### src/rtl/vga_timing_pkg.sv
// ---------------------------------------------------------------------------
// vga_timing_pkg
// Shared definitions for the VGA timing generator.
//   vga_mode_t        : one complete timing mode (H/V widths and sync polarity)
//   MODE_640x480_60   : 640x480 @ 60 Hz, 25 MHz pixel clock, negative syncs
//   MODE_800x600_60   : 800x600 @ 60 Hz, 40 MHz pixel clock, positive syncs
//   axis_total()      : period of one axis (visible + porches + sync)
//   mode_h_total()    : pixels per line of a mode
//   mode_v_total()    : lines per frame of a mode
// ---------------------------------------------------------------------------
package vga_timing_pkg;

  typedef struct packed {
    int   h_visible;
    int   h_front;
    int   h_sync;
    int   h_back;
    int   v_visible;
    int   v_front;
    int   v_sync;
    int   v_back;
    logic hs_pol;
    logic vs_pol;
  } vga_mode_t;

  localparam vga_mode_t MODE_640x480_60 = '{
    h_visible: 640, h_front: 16, h_sync: 96,  h_back: 48,
    v_visible: 480, v_front: 10, v_sync: 2,   v_back: 33,
    hs_pol: 1'b0,   vs_pol: 1'b0
  };

  localparam vga_mode_t MODE_800x600_60 = '{
    h_visible: 800, h_front: 40, h_sync: 128, h_back: 88,
    v_visible: 600, v_front: 1,  v_sync: 4,   v_back: 23,
    hs_pol: 1'b1,   vs_pol: 1'b1
  };

  function automatic int axis_total(input int visible, input int front,
                                    input int sync, input int back);
    return visible + front + sync + back;
  endfunction

  function automatic int mode_h_total(input vga_mode_t m);
    return axis_total(m.h_visible, m.h_front, m.h_sync, m.h_back);
  endfunction

  function automatic int mode_v_total(input vga_mode_t m);
    return axis_total(m.v_visible, m.v_front, m.v_sync, m.v_back);
  endfunction

endpackage

### src/rtl/vga_timing_gen_if.sv
// ---------------------------------------------------------------------------
// vga_timing_gen_if
// Bundle between the timing generator and the pixel pipeline.
//   enable       : pipeline lets the raster advance (freeze when low)
//   x, y         : current pixel column / line
//   hsync, vsync : registered sync levels
//   activevideo  : registered, inside visible area
//   vblank       : registered, inside vertical blanking
//   pix_tick     : last system clock of the current pixel
//   line_start   : one-clock strobe, first clock of x==0
//   frame_start  : one-clock strobe, first clock of (0,0)
// Modports: master = timing generator, slave = pixel pipeline.
// ---------------------------------------------------------------------------
interface vga_timing_gen_if #(
  parameter int XBITS = 10,
  parameter int YBITS = 10
);
  logic             enable;
  logic [XBITS-1:0] x;
  logic [YBITS-1:0] y;
  logic             hsync;
  logic             vsync;
  logic             activevideo;
  logic             vblank;
  logic             pix_tick;
  logic             line_start;
  logic             frame_start;

  modport master (
    input  enable,
    output x, y, hsync, vsync, activevideo, vblank,
           pix_tick, line_start, frame_start
  );

  modport slave (
    output enable,
    input  x, y, hsync, vsync, activevideo, vblank,
           pix_tick, line_start, frame_start
  );
endinterface

### src/rtl/vga_axis_counter.sv
// ---------------------------------------------------------------------------
// vga_axis_counter
// One raster axis: a wrapping position counter with its sync decode.
//   clk, rst_n : system clock, asynchronous active-low reset
//   advance    : step the position on this edge
//   count      : current position, 0..TOTAL-1 (registered)
//   wrap       : this edge takes the position from TOTAL-1 back to 0
//   sync       : sync level for the current position (registered)
//   active     : visible flag of the position being loaded on this edge;
//                the caller registers it together with its other flags
// ---------------------------------------------------------------------------
module vga_axis_counter
  import vga_timing_pkg::*;
#(
  parameter int   VISIBLE = 640,
  parameter int   FRONT   = 16,
  parameter int   SYNC    = 96,
  parameter int   BACK    = 48,
  parameter logic POL     = 1'b0,
  parameter int   WIDTH   = 10
) (
  input  logic             clk,
  input  logic             rst_n,
  input  logic             advance,
  output logic [WIDTH-1:0] count,
  output logic             wrap,
  output logic             sync,
  output logic             active
);

  localparam int TOTAL = axis_total(VISIBLE, FRONT, SYNC, BACK);

  localparam logic [WIDTH-1:0] LAST       = WIDTH'(TOTAL - 1);
  localparam logic [WIDTH-1:0] VIS_END    = WIDTH'(VISIBLE);
  localparam logic [WIDTH-1:0] SYNC_FIRST = WIDTH'(VISIBLE + FRONT);
  localparam logic [WIDTH-1:0] SYNC_LAST  = WIDTH'(VISIBLE + FRONT + SYNC - 1);

  if (VISIBLE < 1 || FRONT < 1 || SYNC < 1 || BACK < 1) begin : g_bad_width
    $error("vga_axis_counter: every visible/porch/sync width must be >= 1");
  end
  if (longint'(TOTAL) > (longint'(1) << WIDTH)) begin : g_bad_total
    $error("vga_axis_counter: axis total does not fit in WIDTH bits");
  end

  logic [WIDTH-1:0] count_reg;
  logic [WIDTH-1:0] count_next;
  logic             sync_reg;
  logic             sync_next;

  always_comb begin
    count_next = count_reg;
    if (advance) begin
      count_next = (count_reg == LAST) ? '0 : count_reg + 1'b1;
    end
  end

  // Decoding the next position lets sync change on the very edge that
  // moves the counter, so position and sync never skew.
  assign sync_next = ((count_next >= SYNC_FIRST) && (count_next <= SYNC_LAST))
                     ? POL : ~POL;

  always_ff @(posedge clk or negedge rst_n) begin
    if (!rst_n) begin
      count_reg <= '0;
      sync_reg  <= ~POL;
    end else begin
      count_reg <= count_next;
      sync_reg  <= sync_next;
    end
  end

  assign count  = count_reg;
  assign sync   = sync_reg;
  assign wrap   = advance && (count_reg == LAST);
  assign active = (count_next < VIS_END);

endmodule

### src/rtl/vga_timing_gen.sv
// ---------------------------------------------------------------------------
// vga_timing_gen
// Parametrised VGA raster timing generator.
//   clk   : system clock
//   rst_n : asynchronous active-low reset
//   vif   : vga_timing_gen_if.master
//           in : enable
//           out: x, y, hsync, vsync, activevideo, vblank,
//                pix_tick, line_start, frame_start
// A prescaler divides clk by CLK_DIV to form the pixel rate; x advances on
// pix_tick, y advances when x wraps. All raster outputs except pix_tick are
// registered and change on the same edge as x/y.
// ---------------------------------------------------------------------------
module vga_timing_gen
  import vga_timing_pkg::*;
#(
  parameter int   H_VISIBLE = MODE_640x480_60.h_visible,
  parameter int   H_FRONT   = MODE_640x480_60.h_front,
  parameter int   H_SYNC    = MODE_640x480_60.h_sync,
  parameter int   H_BACK    = MODE_640x480_60.h_back,
  parameter int   V_VISIBLE = MODE_640x480_60.v_visible,
  parameter int   V_FRONT   = MODE_640x480_60.v_front,
  parameter int   V_SYNC    = MODE_640x480_60.v_sync,
  parameter int   V_BACK    = MODE_640x480_60.v_back,
  parameter int   CLK_DIV   = 4,
  parameter logic HS_POL    = MODE_640x480_60.hs_pol,
  parameter logic VS_POL    = MODE_640x480_60.vs_pol,
  parameter int   XBITS     = 10,
  parameter int   YBITS     = 10
) (
  input logic              clk,
  input logic              rst_n,
  vga_timing_gen_if.master vif
);

  localparam vga_mode_t MODE = '{
    h_visible: H_VISIBLE, h_front: H_FRONT, h_sync: H_SYNC, h_back: H_BACK,
    v_visible: V_VISIBLE, v_front: V_FRONT, v_sync: V_SYNC, v_back: V_BACK,
    hs_pol: HS_POL, vs_pol: VS_POL
  };
  localparam int H_TOTAL = mode_h_total(MODE);
  localparam int V_TOTAL = mode_v_total(MODE);

  // A divide-by-one prescaler still needs a one-bit register to exist.
  localparam int            PW       = (CLK_DIV > 1) ? $clog2(CLK_DIV) : 1;
  localparam logic [PW-1:0] PRE_LAST = PW'(CLK_DIV - 1);

  if (CLK_DIV < 1) begin : g_bad_div
    $error("vga_timing_gen: CLK_DIV must be >= 1");
  end
  if (longint'(H_TOTAL) > (longint'(1) << XBITS)) begin : g_bad_xbits
    $error("vga_timing_gen: H_TOTAL does not fit in XBITS");
  end
  if (longint'(V_TOTAL) > (longint'(1) << YBITS)) begin : g_bad_ybits
    $error("vga_timing_gen: V_TOTAL does not fit in YBITS");
  end

  logic [PW-1:0]    prescaler_reg;
  logic [PW-1:0]    prescaler_next;
  logic             pix_tick;

  logic [XBITS-1:0] x_count;
  logic             x_wrap;
  logic             x_sync;
  logic             x_active;
  logic [YBITS-1:0] y_count;
  logic             y_wrap;
  logic             y_sync;
  logic             y_active;

  logic             activevideo_reg;
  logic             vblank_reg;
  logic             line_start_reg;
  logic             frame_start_reg;

  assign pix_tick = vif.enable && (prescaler_reg == PRE_LAST);

  // With enable low the prescaler holds, so a stalled pixel resumes
  // exactly where it stopped.
  always_comb begin
    prescaler_next = prescaler_reg;
    if (pix_tick) begin
      prescaler_next = '0;
    end else if (vif.enable) begin
      prescaler_next = prescaler_reg + 1'b1;
    end
  end

  vga_axis_counter #(
    .VISIBLE (H_VISIBLE),
    .FRONT   (H_FRONT),
    .SYNC    (H_SYNC),
    .BACK    (H_BACK),
    .POL     (HS_POL),
    .WIDTH   (XBITS)
  ) u_x_axis (
    .clk     (clk),
    .rst_n   (rst_n),
    .advance (pix_tick),
    .count   (x_count),
    .wrap    (x_wrap),
    .sync    (x_sync),
    .active  (x_active)
  );

  vga_axis_counter #(
    .VISIBLE (V_VISIBLE),
    .FRONT   (V_FRONT),
    .SYNC    (V_SYNC),
    .BACK    (V_BACK),
    .POL     (VS_POL),
    .WIDTH   (YBITS)
  ) u_y_axis (
    .clk     (clk),
    .rst_n   (rst_n),
    .advance (x_wrap),
    .count   (y_count),
    .wrap    (y_wrap),
    .sync    (y_sync),
    .active  (y_active)
  );

  // The combined flags are registered here rather than ANDed after the
  // axis flops: at a line wrap both axis flags flip together and a
  // combinational AND could glitch on the pin.
  always_ff @(posedge clk or negedge rst_n) begin
    if (!rst_n) begin
      prescaler_reg   <= '0;
      activevideo_reg <= 1'b1;
      vblank_reg      <= 1'b0;
      line_start_reg  <= 1'b0;
      frame_start_reg <= 1'b0;
    end else begin
      prescaler_reg   <= prescaler_next;
      activevideo_reg <= x_active && y_active;
      vblank_reg      <= !y_active;
      line_start_reg  <= x_wrap;
      // y can only wrap on an x wrap, so this marks the (0,0) edge.
      frame_start_reg <= x_wrap && y_wrap;
    end
  end

  assign vif.x           = x_count;
  assign vif.y           = y_count;
  assign vif.hsync       = x_sync;
  assign vif.vsync       = y_sync;
  assign vif.activevideo = activevideo_reg;
  assign vif.vblank      = vblank_reg;
  assign vif.pix_tick    = pix_tick;
  assign vif.line_start  = line_start_reg;
  assign vif.frame_start = frame_start_reg;

endmodule

### src/flat_wrapper.sv
// flat-port wrapper written by rule: the top's interface ports become plain ports
module vga_timing_gen_flat import vga_timing_pkg::*;
#(
  parameter int   H_VISIBLE = MODE_640x480_60.h_visible,
  parameter int   H_FRONT   = MODE_640x480_60.h_front,
  parameter int   H_SYNC    = MODE_640x480_60.h_sync,
  parameter int   H_BACK    = MODE_640x480_60.h_back,
  parameter int   V_VISIBLE = MODE_640x480_60.v_visible,
  parameter int   V_FRONT   = MODE_640x480_60.v_front,
  parameter int   V_SYNC    = MODE_640x480_60.v_sync,
  parameter int   V_BACK    = MODE_640x480_60.v_back,
  parameter int   CLK_DIV   = 4,
  parameter logic HS_POL    = MODE_640x480_60.hs_pol,
  parameter logic VS_POL    = MODE_640x480_60.vs_pol,
  parameter int   XBITS     = 10,
  parameter int   YBITS     = 10
)
  (clk, rst_n, vif_enable, vif_x, vif_y, vif_hsync, vif_vsync, vif_activevideo, vif_vblank, vif_pix_tick, vif_line_start, vif_frame_start);
  vga_timing_gen_if #(.XBITS(XBITS), .YBITS(YBITS)) vif_i ();
  input logic clk;
  input logic rst_n;
  input wire logic [$bits(vif_i.enable)-1:0] vif_enable;
  output wire logic [$bits(vif_i.x)-1:0] vif_x;
  output wire logic [$bits(vif_i.y)-1:0] vif_y;
  output wire logic [$bits(vif_i.hsync)-1:0] vif_hsync;
  output wire logic [$bits(vif_i.vsync)-1:0] vif_vsync;
  output wire logic [$bits(vif_i.activevideo)-1:0] vif_activevideo;
  output wire logic [$bits(vif_i.vblank)-1:0] vif_vblank;
  output wire logic [$bits(vif_i.pix_tick)-1:0] vif_pix_tick;
  output wire logic [$bits(vif_i.line_start)-1:0] vif_line_start;
  output wire logic [$bits(vif_i.frame_start)-1:0] vif_frame_start;
  assign vif_i.enable = vif_enable;
  assign vif_x = vif_i.x;
  assign vif_y = vif_i.y;
  assign vif_hsync = vif_i.hsync;
  assign vif_vsync = vif_i.vsync;
  assign vif_activevideo = vif_i.activevideo;
  assign vif_vblank = vif_i.vblank;
  assign vif_pix_tick = vif_i.pix_tick;
  assign vif_line_start = vif_i.line_start;
  assign vif_frame_start = vif_i.frame_start;
  vga_timing_gen #(.H_VISIBLE(H_VISIBLE), .H_FRONT(H_FRONT), .H_SYNC(H_SYNC), .H_BACK(H_BACK), .V_VISIBLE(V_VISIBLE), .V_FRONT(V_FRONT), .V_SYNC(V_SYNC), .V_BACK(V_BACK), .CLK_DIV(CLK_DIV), .HS_POL(HS_POL), .VS_POL(VS_POL), .XBITS(XBITS), .YBITS(YBITS)) u_core (.clk(clk), .rst_n(rst_n), .vif(vif_i));
endmodule
### config.mk
export PLATFORM = sky130hd
export DESIGN_NAME = vga_timing_gen_flat
export DESIGN_NICKNAME = d
export VERILOG_FILES = /design/src/rtl/vga_timing_pkg.sv /design/src/rtl/vga_timing_gen_if.sv /design/src/rtl/vga_axis_counter.sv /design/src/rtl/vga_timing_gen.sv /design/src/flat_wrapper.sv
export SDC_FILE = /design/constraint.sdc
export NUM_CORES = 1
export LEC_CHECK = 0
export BUFFER_PORTS_ARGS = -buffer_cell sky130_fd_sc_hd__buf_2
export CAP_MARGIN = 20
export CORE_ASPECT_RATIO = 0.75
export CORE_MARGIN = 1
export CORE_UTILIZATION = 30
export DETAILED_ROUTE_END_ITERATION = 6
export PLACE_DENSITY = 0.59
export SLEW_MARGIN = 0
export SYNTH_ARGS = -nofsm -noshare
export SYNTH_HDL_FRONTEND = slang
export SYNTH_SLANG_ARGS = --single-unit
### constraint.sdc
create_clock -name clk -period 3.1 [get_ports clk]
set_input_delay 0.31 -clock clk [delete_from_list [all_inputs] [get_ports clk]]
set_output_delay 0.31 -clock clk [all_outputs]
set_load 0.01 [all_outputs]
* Word level (Yosys, flattened, before mapping)
Index checks and enable logic that the tools add are counted.
Storage, ports and cells: logic and storage cells 38, bits in registers 28
Operators by class: reductions and logical operators 9, multiplexer cells 8, order comparisons 6, $add $sub $neg 3, equal/unequal tests 3
Operators with widths (number):
- $mux 10 | 4
- $add 10x1->10 const B | 2
- $eq 10x10->1 const B | 2
- $ge 10x10->1 const B | 1
- $ge 10x9->1 const B | 1
- $le 10x10->1 const B | 1
- $le 10x9->1 const B | 1
- $lt 10x10->1 const B | 1
- $lt 10x9->1 const B | 1
- $logic_and 1x1->1 | 7
- $mux 2 | 2
- $add 2x1->2 const B | 1
- $eq 2x2->1 const B | 1
- $mux 1 | 2
- $reduce_bool 2->1 | 1
- $logic_not 1->1 | 1

* Logic depth before layout (Yosys ltp)
Gate-level depths: netlist (run 1).
depth after elaboration 7, depth in mapped cells 8

* Cells and area by module
Synthesis (run 1) repeated with hierarchy kept, for this count alone.
Unflattened totals: cell total of the unflattened synthesis 158, area total of the unflattened synthesis 1591.5 um^2
Modules (own cells, without submodules):
- vga_axis_counter at u_core.u_y_axis | times used 1, area an instance 711.9 um^2, sequential area each 276.5 um^2, cells each 76
- vga_axis_counter at u_core.u_x_axis | times used 1, area an instance 660.6 um^2, sequential area each 276.5 um^2, cells each 68
- vga_timing_gen | times used 1, area an instance 219.0 um^2, sequential area each 151.4 um^2, cells each 14

* Worst setup path before layout (run 1)
Ideal clock, no wire load.
path type reg-to-reg, start reg u_core.u_x_axis.count_reg[0], in the netlist u_core.u_x_axis.count[0], end reg u_core.u_y_axis.sync_reg, in the netlist u_core.u_y_axis.sync, data arrival time 2.296 ns, required time 3.005 ns, setup time 0.095 ns, clock period less this slack 2.391 ns, cell stages (with the launch flop) 8, slack 0.709 ns, cell sequence dfrtp_1 -> ha_1 -> nand4_2 -> or4_1 -> buf_2 -> or4_4 -> a221oi_2 -> nand4b_1
On the way: word-level cells in the longest chain between the ends 6, elaborated cells between the ends (all ways) 7
Ends and longest elaborated chain:
- from (decl) | RTL line vga_axis_counter.sv:45 | logic [WIDTH-1:0] count_reg;
- from (signal assigned) | RTL line vga_axis_counter.sv:67 | count_reg <= count_next;
- $eq 10x10->1 (*) | RTL line vga_axis_counter.sv:74 | assign wrap = advance && (count_reg == LAST);
- $logic_and 1x1->1 (*) | RTL line vga_axis_counter.sv:74
- $mux 10 (*) | RTL line vga_axis_counter.sv:52 | if (advance) begin
- $ge 10x9->1 or $le 10x9->1 (tied branches) | RTL line vga_axis_counter.sv:59 | assign sync_next = ((count_next >= SYNC_FIRST) && (count_next <= SYNC_LAST))
- $logic_and 1x1->1 (*) | RTL line vga_axis_counter.sv:59
- $mux 1 (*) | RTL line vga_axis_counter.sv:60 | ? POL : ~POL;
- via u_core.u_y_axis.sync_next | RTL line vga_axis_counter.sv:48 | logic sync_next;
- to (signal assigned) | RTL line vga_axis_counter.sv:65 | sync_reg <= ~POL;
- to (signal assigned) | RTL line vga_axis_counter.sv:68 | sync_reg <= sync_next;
- to (decl) | RTL line vga_axis_counter.sv:47 | logic sync_reg;
The timed path passes the listed nets; every way through them passes the cells marked *. A chain may end at the register's enable or synchronous reset.

* Worst setup path after layout (run 1)
start reg u_core.u_x_axis.count_reg[0], in the netlist u_core.u_x_axis.count[0], end reg u_core.u_y_axis.sync_reg, in the netlist u_core.u_y_axis.sync
On the way: word-level cells in the longest chain between the ends 6, elaborated cells between the ends (all ways) 7
Ends and longest elaborated chain:
- $eq 10x10->1 (*) | RTL line vga_axis_counter.sv:74
- $logic_and 1x1->1 (*) | RTL line vga_axis_counter.sv:74
- via u_core.u_x_axis.wrap | RTL line vga_axis_counter.sv:26 | output logic wrap,
- $mux 10 (*) | RTL line vga_axis_counter.sv:52
- $ge 10x9->1 or $le 10x9->1 (tied branches) | RTL line vga_axis_counter.sv:59
- $logic_and 1x1->1 (*) | RTL line vga_axis_counter.sv:59
- $mux 1 (*) | RTL line vga_axis_counter.sv:60
- via u_core.u_y_axis.sync_next | RTL line vga_axis_counter.sv:48
Marks and branches as above.

==> results.txt, run 1 <==
----------------------------------------------------
[Drt]
  Drt total wl ... 3492 µm
  Starting DRT DRC Count ... 99
  Number of vias per cell ... around 5.2
  Detailed-route wire length per cell ... 14.37 µm
  Router iterations before antenna repair ... 4
  Routed via count ... 1270
  Number of design rule violations left after detail routing ... 0
  Number of nets with antenna violations after detailed routing ... 0

[CTS]
  H-Tree Depth ... 1
  Clock Pin Slew Worst Setup and Hold Paths ... 100 ps
  Number of cells upsized or downsized after cts ... 0
  CTS tree ... done
  Clock latency reported for the late side of the worst-skew pair ... 280 ps
  Buffer levels on the longest clock path ... 2
  Sinks on Clock Net ... 28
  Number of setup buffers added after CTS ... 0
  Cts-stage hold buffer count ... 0
  CTS Root Cell ... sky130_fd_sc_hd__clkbuf_8
  Number of CTS-inserted buffers ... 3

[Timing]
  Max Clock Freq ... 384.2 MHz
  Largest clock skew in the final design ... 9.762 ps
  Transition at the pin with the smallest max-transition slack ... between 600 and 700 ps
  Final total negative setup slack ... 0 ps
  Count of final max-slew check failures ... 0
  Setup Viol. Count Final ... 0
  Post-route fraction of the period consumed by the critical path ... 83.96%
  Hold violation total from the final report ... 0
  RSZ-0062 raised after global routing ... no
  Period minus WS final ... 2603 ps
  Headroom to the max-slew limit ... 58.06%

[Cells and area]
  Nets ... between 150 and 200
  Number of antenna diodes ... 0
  Most common library cell in the layout ignoring fill and taps ... sky130_fd_sc_hd__buf_2
  # fillers ... 464
  Filler-free cell count of the finished design ... ~240
  Highest-count cells in the layout ignoring fill and taps ... 29 x sky130_fd_sc_hd__buf_2, 25 x sky130_fd_sc_hd__dfrtp_1, 19 x sky130_fd_sc_hd__nand2_1
  Layout cell share with drive strength beyond 1 ... 23.12%
  Area added between synthesis and finish ... 16.79%

[Global route]
  Met2 track utilization from global routing ... about a fifth
  Highest-utilization routing layer at the global route stage ... met1
  Number of global-route vias before repair ... 1155
  Met1 global-route usage ... a little over a fifth
  Total routing usage reported by global routing ... 14.25%
  Largest net degree at the start of global routing ... 29
  Antenna violations before repair ... 0
  GR Layer Usage met3 ... roughly 4.5%
  GR Overflow Total ... 0
  Wire length of the first global-routing pass ... 5906 µm

[Floorplanning]
  Starting density of the core ... 32.24%
  Die boundary width ... 83.18 µm
  Core area ... 4598 µm²
  Area of the die ... 5230 µm²
  Floorplan row count ... 21
  Chip Height ... 62.88 µm
  I/O pin count ... 30

[Placed design]
  Cell Count Post-Placement ... 239
  # port buffers ... 29
  HPWL Detailed ... 2575 µm
  Routability cong. ... 0.8407

[Worst setup path]
  CP max stage delay ... 650 ps
  CP delay by family, top ... simple AND/OR/NAND/NOR gates
  Worst R2R Setup Slack ... 500 ps
  Cell-by-cell listing of the critical path ... ha_1, nand4_2, or4_1, buf_4, clkinv_1, a31oi_1, a211oi_2, nand4b_1
  Combined buffer and inverter count along the critical path ... 2
  Type of the worst setup path ... reg -> reg
  Data required time of the critical path ... roughly 3300 ps
  Worst-path cell with the longest stage delay ... sky130_fd_sc_hd__or4_1
  Crit path launch type ... register
  Sort of element at the end of the critical path ... register
  Worst path arrival time ... ~2800 ps
  Maximum fanout along the worst path ... 9

[Yosys]
  Share of flip-flops with an asynchronous set or reset ... 100.0%
  Net count after synthesis ... 164
  EDFF count, synth ... 0
  Mean Syn Cell Area ... 9.444 µm²
  Number of library cell types mapped by synthesis ... 40
  Portion of the post-synthesis area used by sequential elements ... 47.51%
  Post-Syn Instances ... 157
  Share of Yosys cell area claimed by the top area cell type ... 42.19%
  Top cells by area in the synthesized netlist ... sky130_fd_sc_hd__dfrtp_1 42%, sky130_fd_sc_hd__dfstp_2 5.3%, sky130_fd_sc_hd__nand2_1 4.8%, sky130_fd_sc_hd__o21ai_0 3.7%, sky130_fd_sc_hd__ha_1 3.4%
  Number of storage elements in the synthesis netlist ... 28
  Largest area contributor in the netlist ... sky130_fd_sc_hd__dfrtp_1
  Yosys warning count ... 0
  Prevailing post-synth register cell ... sky130_fd_sc_hd__dfrtp_1
  Summed instance area of the synthesized netlist ... 1483 µm²

[Power]
  IR drop worst, VDD ... 155.1 µV
  Static Leakage ... 0.8256 nW
  Total power density per cell area ... 447.1 nW/µm²

[Min path]
  Path category of the worst min-delay check ... in -> async

[Status]
  Result of the run ... finished, final reports clean

[Flow run]
  Max-cap violations ... 0

----------------------------------------------------
[per-layer routing]
| layer | part of all wire, % | vias to the layer above |
|---|---|---|
| li1 | - | 626 |
| met4 | 1.3 | 0 |
| met3 | 8.6 | 5 |
| met2 | 39 | 47 |
| met5 | 0 | - |
| met1 | 51 | 592 |
[kinds of logic after synthesis]
kind of cell,Yosys count,synth area share (%)
compound gates,29,13.16
xor+xnor,6,3.544
fa+ha+maj,4,3.376
buf+inv,19,4.894
flops,28,47.51
mux,3,2.194
simple gates,68,25.32
[area by class of cell]
class / instances / area (µm²) / area share, %
Multi-Input combinational cell: 110 / 705.7 / 40.75
Clock buffer: 4 / 45.04 / 2.601
Inverter: 14 / 52.55 / 3.035
Tap cell: 57 / 71.32 / 4.118
Timing Repair Buffer: 30 / 152.6 / 8.815
Sequential cell: 28 / 704.4 / 40.68
[cells in the mapped netlist, drive strengths merged, types with 2 or more instances]
master	n
a21o	2
a211oi	2
nand4b	3
a21oi	3
xor2	2
o31a	2
nand3	7
dfstp	3
xnor2	4
dfrtp	25
clkbuf	4
nand2	19
mux2	2
nor4	3
o21ai	13
or4	3
or3	5
inv	13
nand4	9
nor3	8
nor2	7
ha	4
[through the flow]
step	hold slack (ps)	power (mW)	worst slack [ps]	utilization [%]	instance area [µm²]
finish	37.20	0.7742	497.4	37.66	1732
floorplan	14.41	0.5246	709.2	-	1483
global placement	365.9	0.5759	610.3	36.68	1687
global route	89.86	0.8244	313.6	37.66	1732
detailed placement	370.4	0.5815	573.3	36.68	1687
CTS	65.60	0.7880	535.0	37.66	1732
[report_power, final]
group          switching [mW]  leakage, nW  internal [mW]
Combinational          0.0714        0.446         0.0595
Clock                   0.111       0.0228         0.0923
Sequential             0.0408        0.356          0.400
Total                   0.223        0.826          0.551
[worst paths after layout]
check	start	to	cells past startpoint
setup / recovery	u_core.u_x_axis.count[0]	u_core.u_y_axis.sync	8
hold / removal	rst_n	u_core.vif.line_start	1
setup reg to reg	u_core.u_x_axis.count[0]	u_core.u_y_axis.sync	8
hold reg to reg	u_core.prescaler_reg[1]	u_core.prescaler_reg[1]	1
max in group asynchronous	rst_n	u_core.u_x_axis.count[7]	1
min in group clk	vif_enable	u_core.prescaler_reg[0]	2
No activity file was read; power rests on OpenSTA's default activity.
==> inputs of run 2 (changes only) <==
==> constraint.sdc (replaced) <==
create_clock -name clk -period 2.4 [get_ports clk]
set_input_delay 0.24 -clock clk [delete_from_list [all_inputs] [get_ports clk]]
set_output_delay 0.24 -clock clk [all_outputs]
set_load 0.01 [all_outputs]
==> results.txt, run 2 (synthesis results as in run 1) <==
----------------------------------------------------
[Worst setup path]
  Worst reg2reg path startpoint ... u_core.u_x_axis.count[0]
  Worst R2R Setup Slack ... 130 ps
  Maximum fanout along the worst path ... 4
  Worst path arrival time ... between 2000 and 2500 ps
  Crit path launch type ... register
  Timing endpoint of the critical path ... u_core.u_y_axis.sync
  Sort of element at the end of the critical path ... register
  Path depth of the worst reg2reg path ... 6
  Endpoint of the worst-slack reg-to-reg timing path ... u_core.u_y_axis.sync
  Critical path startpoint ... u_core.u_x_axis.count[0]
  Data required time of the critical path ... 2580 ps
  Type of the worst setup path ... reg -> reg

[Timing]
  Transition at the pin with the smallest max-transition slack ... 617.1 ps
  Headroom to the max-slew limit ... a little under 60%
  Worst-case setup margin in the final layout ... 125.9 ps
  Setup Viol. Count Final ... 0
  Final total negative setup slack ... 0 ps
  Hold violation total from the final report ... 0
  Largest clock skew in the final design ... 16.27 ps
  Period minus WS final ... 2274 ps
  Min Hold Slack ... 274.5 ps
  Count of final max-slew check failures ... 0
  Post-route fraction of the period consumed by the critical path ... 94.75%
  RSZ-0062 raised after global routing ... no
  Max Clock Freq ... between 400 and 500 MHz

[Drt]
  Router iterations before antenna repair ... 4
  Starting DRT DRC Count ... between 150 and 200
  Number of design rule violations left after detail routing ... 0
  Detailed-route wire length per cell ... around 14 µm
  Number of nets with antenna violations after detailed routing ... 0
  Routed via count ... roughly 1300
  Drt total wl ... 3668 µm
  Number of vias per cell ... 5.113

[Placed design]
  # port buffers ... 29
  Routability cong. ... 0.8008
  HPWL Detailed ... 2868 µm
  Worst setup timing slack at the placement stage ... around 79 ps

[Cells and area]
  Core Util, Final ... roughly 40%
  Area of combinational cells with multiple inputs ... 714.4 µm²
  Area added between synthesis and finish ... 24.64%
  Number of antenna diodes ... 0
  Highest-count cells in the layout ignoring fill and taps ... 29 x sky130_fd_sc_hd__buf_2, 25 x sky130_fd_sc_hd__dfrtp_1, 19 x sky130_fd_sc_hd__nand2_1
  Register Area ... 704.4 µm²
  # fillers ... 482
  Nets ... 208
  Most common library cell in the layout ignoring fill and taps ... sky130_fd_sc_hd__buf_2
  Layout cell share with drive strength beyond 1 ... 29.00%

[Power]
  Total power density per cell area ... 567.2 nW/µm²
  Relative contribution of the clock network to total power ... about a quarter
  Internal portion of total power ... roughly 0.75 mW
  Net Sw Power ... 0.2988 mW
  Switching power share of the total ... 28.51%
  Static Leakage ... 0.8959 nW
  Share of power burned in registers ... between 50 and 60%
  IR drop worst, VDD ... approximately 260 µV
  Logic pwr share ... 23.1%

[CTS]
  Sinks on Clock Net ... 28
  Clock latency reported for the late side of the worst-skew pair ... 280 ps
  H-Tree Depth ... 1
  CTS tree ... done
  Buffer levels on the longest clock path ... 2
  CTS Root Cell ... sky130_fd_sc_hd__clkbuf_8
  Clock Pin Slew Worst Setup and Hold Paths ... about 100 ps
  Number of CTS-inserted buffers ... 3

[Global route]
  Largest net degree at the start of global routing ... 29
  Antenna violations before repair ... 0
  GR Overflow Total ... 0
  Total routing usage reported by global routing ... 15.20%
  Wire length of the first global-routing pass ... 6223 µm
  Number of global-route vias before repair ... 1196

[Floorplanning]
  Chip Height ... ~63 µm
  I/O pin count ... 30
  Die boundary width ... 83.18 µm
  Starting density of the core ... ~32%
  Floorplan row count ... 21
  Core area ... about 4600 µm²
  Area of the die ... about 5200 µm²

[Min path]
  Path category of the worst min-delay check ... in -> reg
  HP Start ... vif_enable

[Flow run]
  Max-cap violations ... 0

[Status]
  Result of the run ... finished, final reports clean

----------------------------------------------------
[run 2: cell count changes in the layout (fill, tap and decap cells not counted), sizes merged]
cell         previous run  this run
buf                    30        43
dlygate4sd3             0         1
[run 2: what timing repair did]
| item | 4_1_cts | 5_1_grt |
|---|---|---|
| setup endpoints to repair | 0 | 4 |
| hold buffers | 1 | 0 |
| buffers inserted | 0 | 0 |
| hold endpoints to repair | 13 | 0 |
| resized for setup | 0 | 3 |
[run 2: per-stage QoR]
stage | std cells | instance area (µm²) | total power, mW
final | 257 | 1848 | 1.048
after global routing | 257 | 1848 | 1.113
after global placement | 252 | 1784 | 0.7945
after floorplan | 157 | 1483 | 0.6776
after detailed placement | 252 | 1784 | 0.7981
after CTS | 257 | 1839 | 1.062
[run 2: worst min path at each step]
stage / end / cells past startpoint / slack, ps
after floorplan: u_core.prescaler_reg[0] / 0 / -60
after global placement: u_core.u_y_axis.count[0] / 1 / 300
after detailed placement: u_core.u_y_axis.count[0] / 1 / 300
after CTS: u_core.prescaler_reg[1] / 2 / 270
after global routing: u_core.prescaler_reg[1] / 2 / 260
final: u_core.prescaler_reg[1] / 2 / 270
[run 2: per-layer routing]
| layer | vias to the layer above | global-route usage, % | wire [µm] |
|---|---|---|---|
| met5 | - | 0 | 0 |
| met4 | 0 | 3.664 | 15 |
| met3 | 2 | 3.567 | 309 |
| met2 | 44 | 18.24 | 1381 |
| met1 | 609 | 25.68 | 1962 |
| li1 | 659 | - | - |
[run 2: power by group through the flow]
| stage | sequential (mW) | combinational [mW] | clock (mW) |
|---|---|---|---|
| 6_report | 0.545 | 0.243 | 0.261 |
| 3_5_place_dp | 0.553 | 0.245 | 0 |
| 3_3_place_gp | 0.552 | 0.243 | 0 |
| 5_1_grt | 0.550 | 0.271 | 0.292 |
| 2_1_floorplan | 0.582 | 0.0957 | 0 |
| 4_1_cts | 0.545 | 0.245 | 0.272 |
[run 2: cell type report]
type	count	share of cell area, %
inverters	14	2.844
multi-input cells	110	38.66
clock buffers	4	2.437
repair buffers	44	14.08
well taps	57	3.859
flip-flops and latches	28	38.12
[run 2: worst max-delay path: stages, from the launching register on]
cell                       delay [ps]
sky130_fd_sc_hd__dfrtp_1          360
sky130_fd_sc_hd__ha_1             200
sky130_fd_sc_hd__nand4_2          120
sky130_fd_sc_hd__or4_4            510
sky130_fd_sc_hd__or4_4            540
sky130_fd_sc_hd__a221oi_2         290
sky130_fd_sc_hd__nand4b_1         130
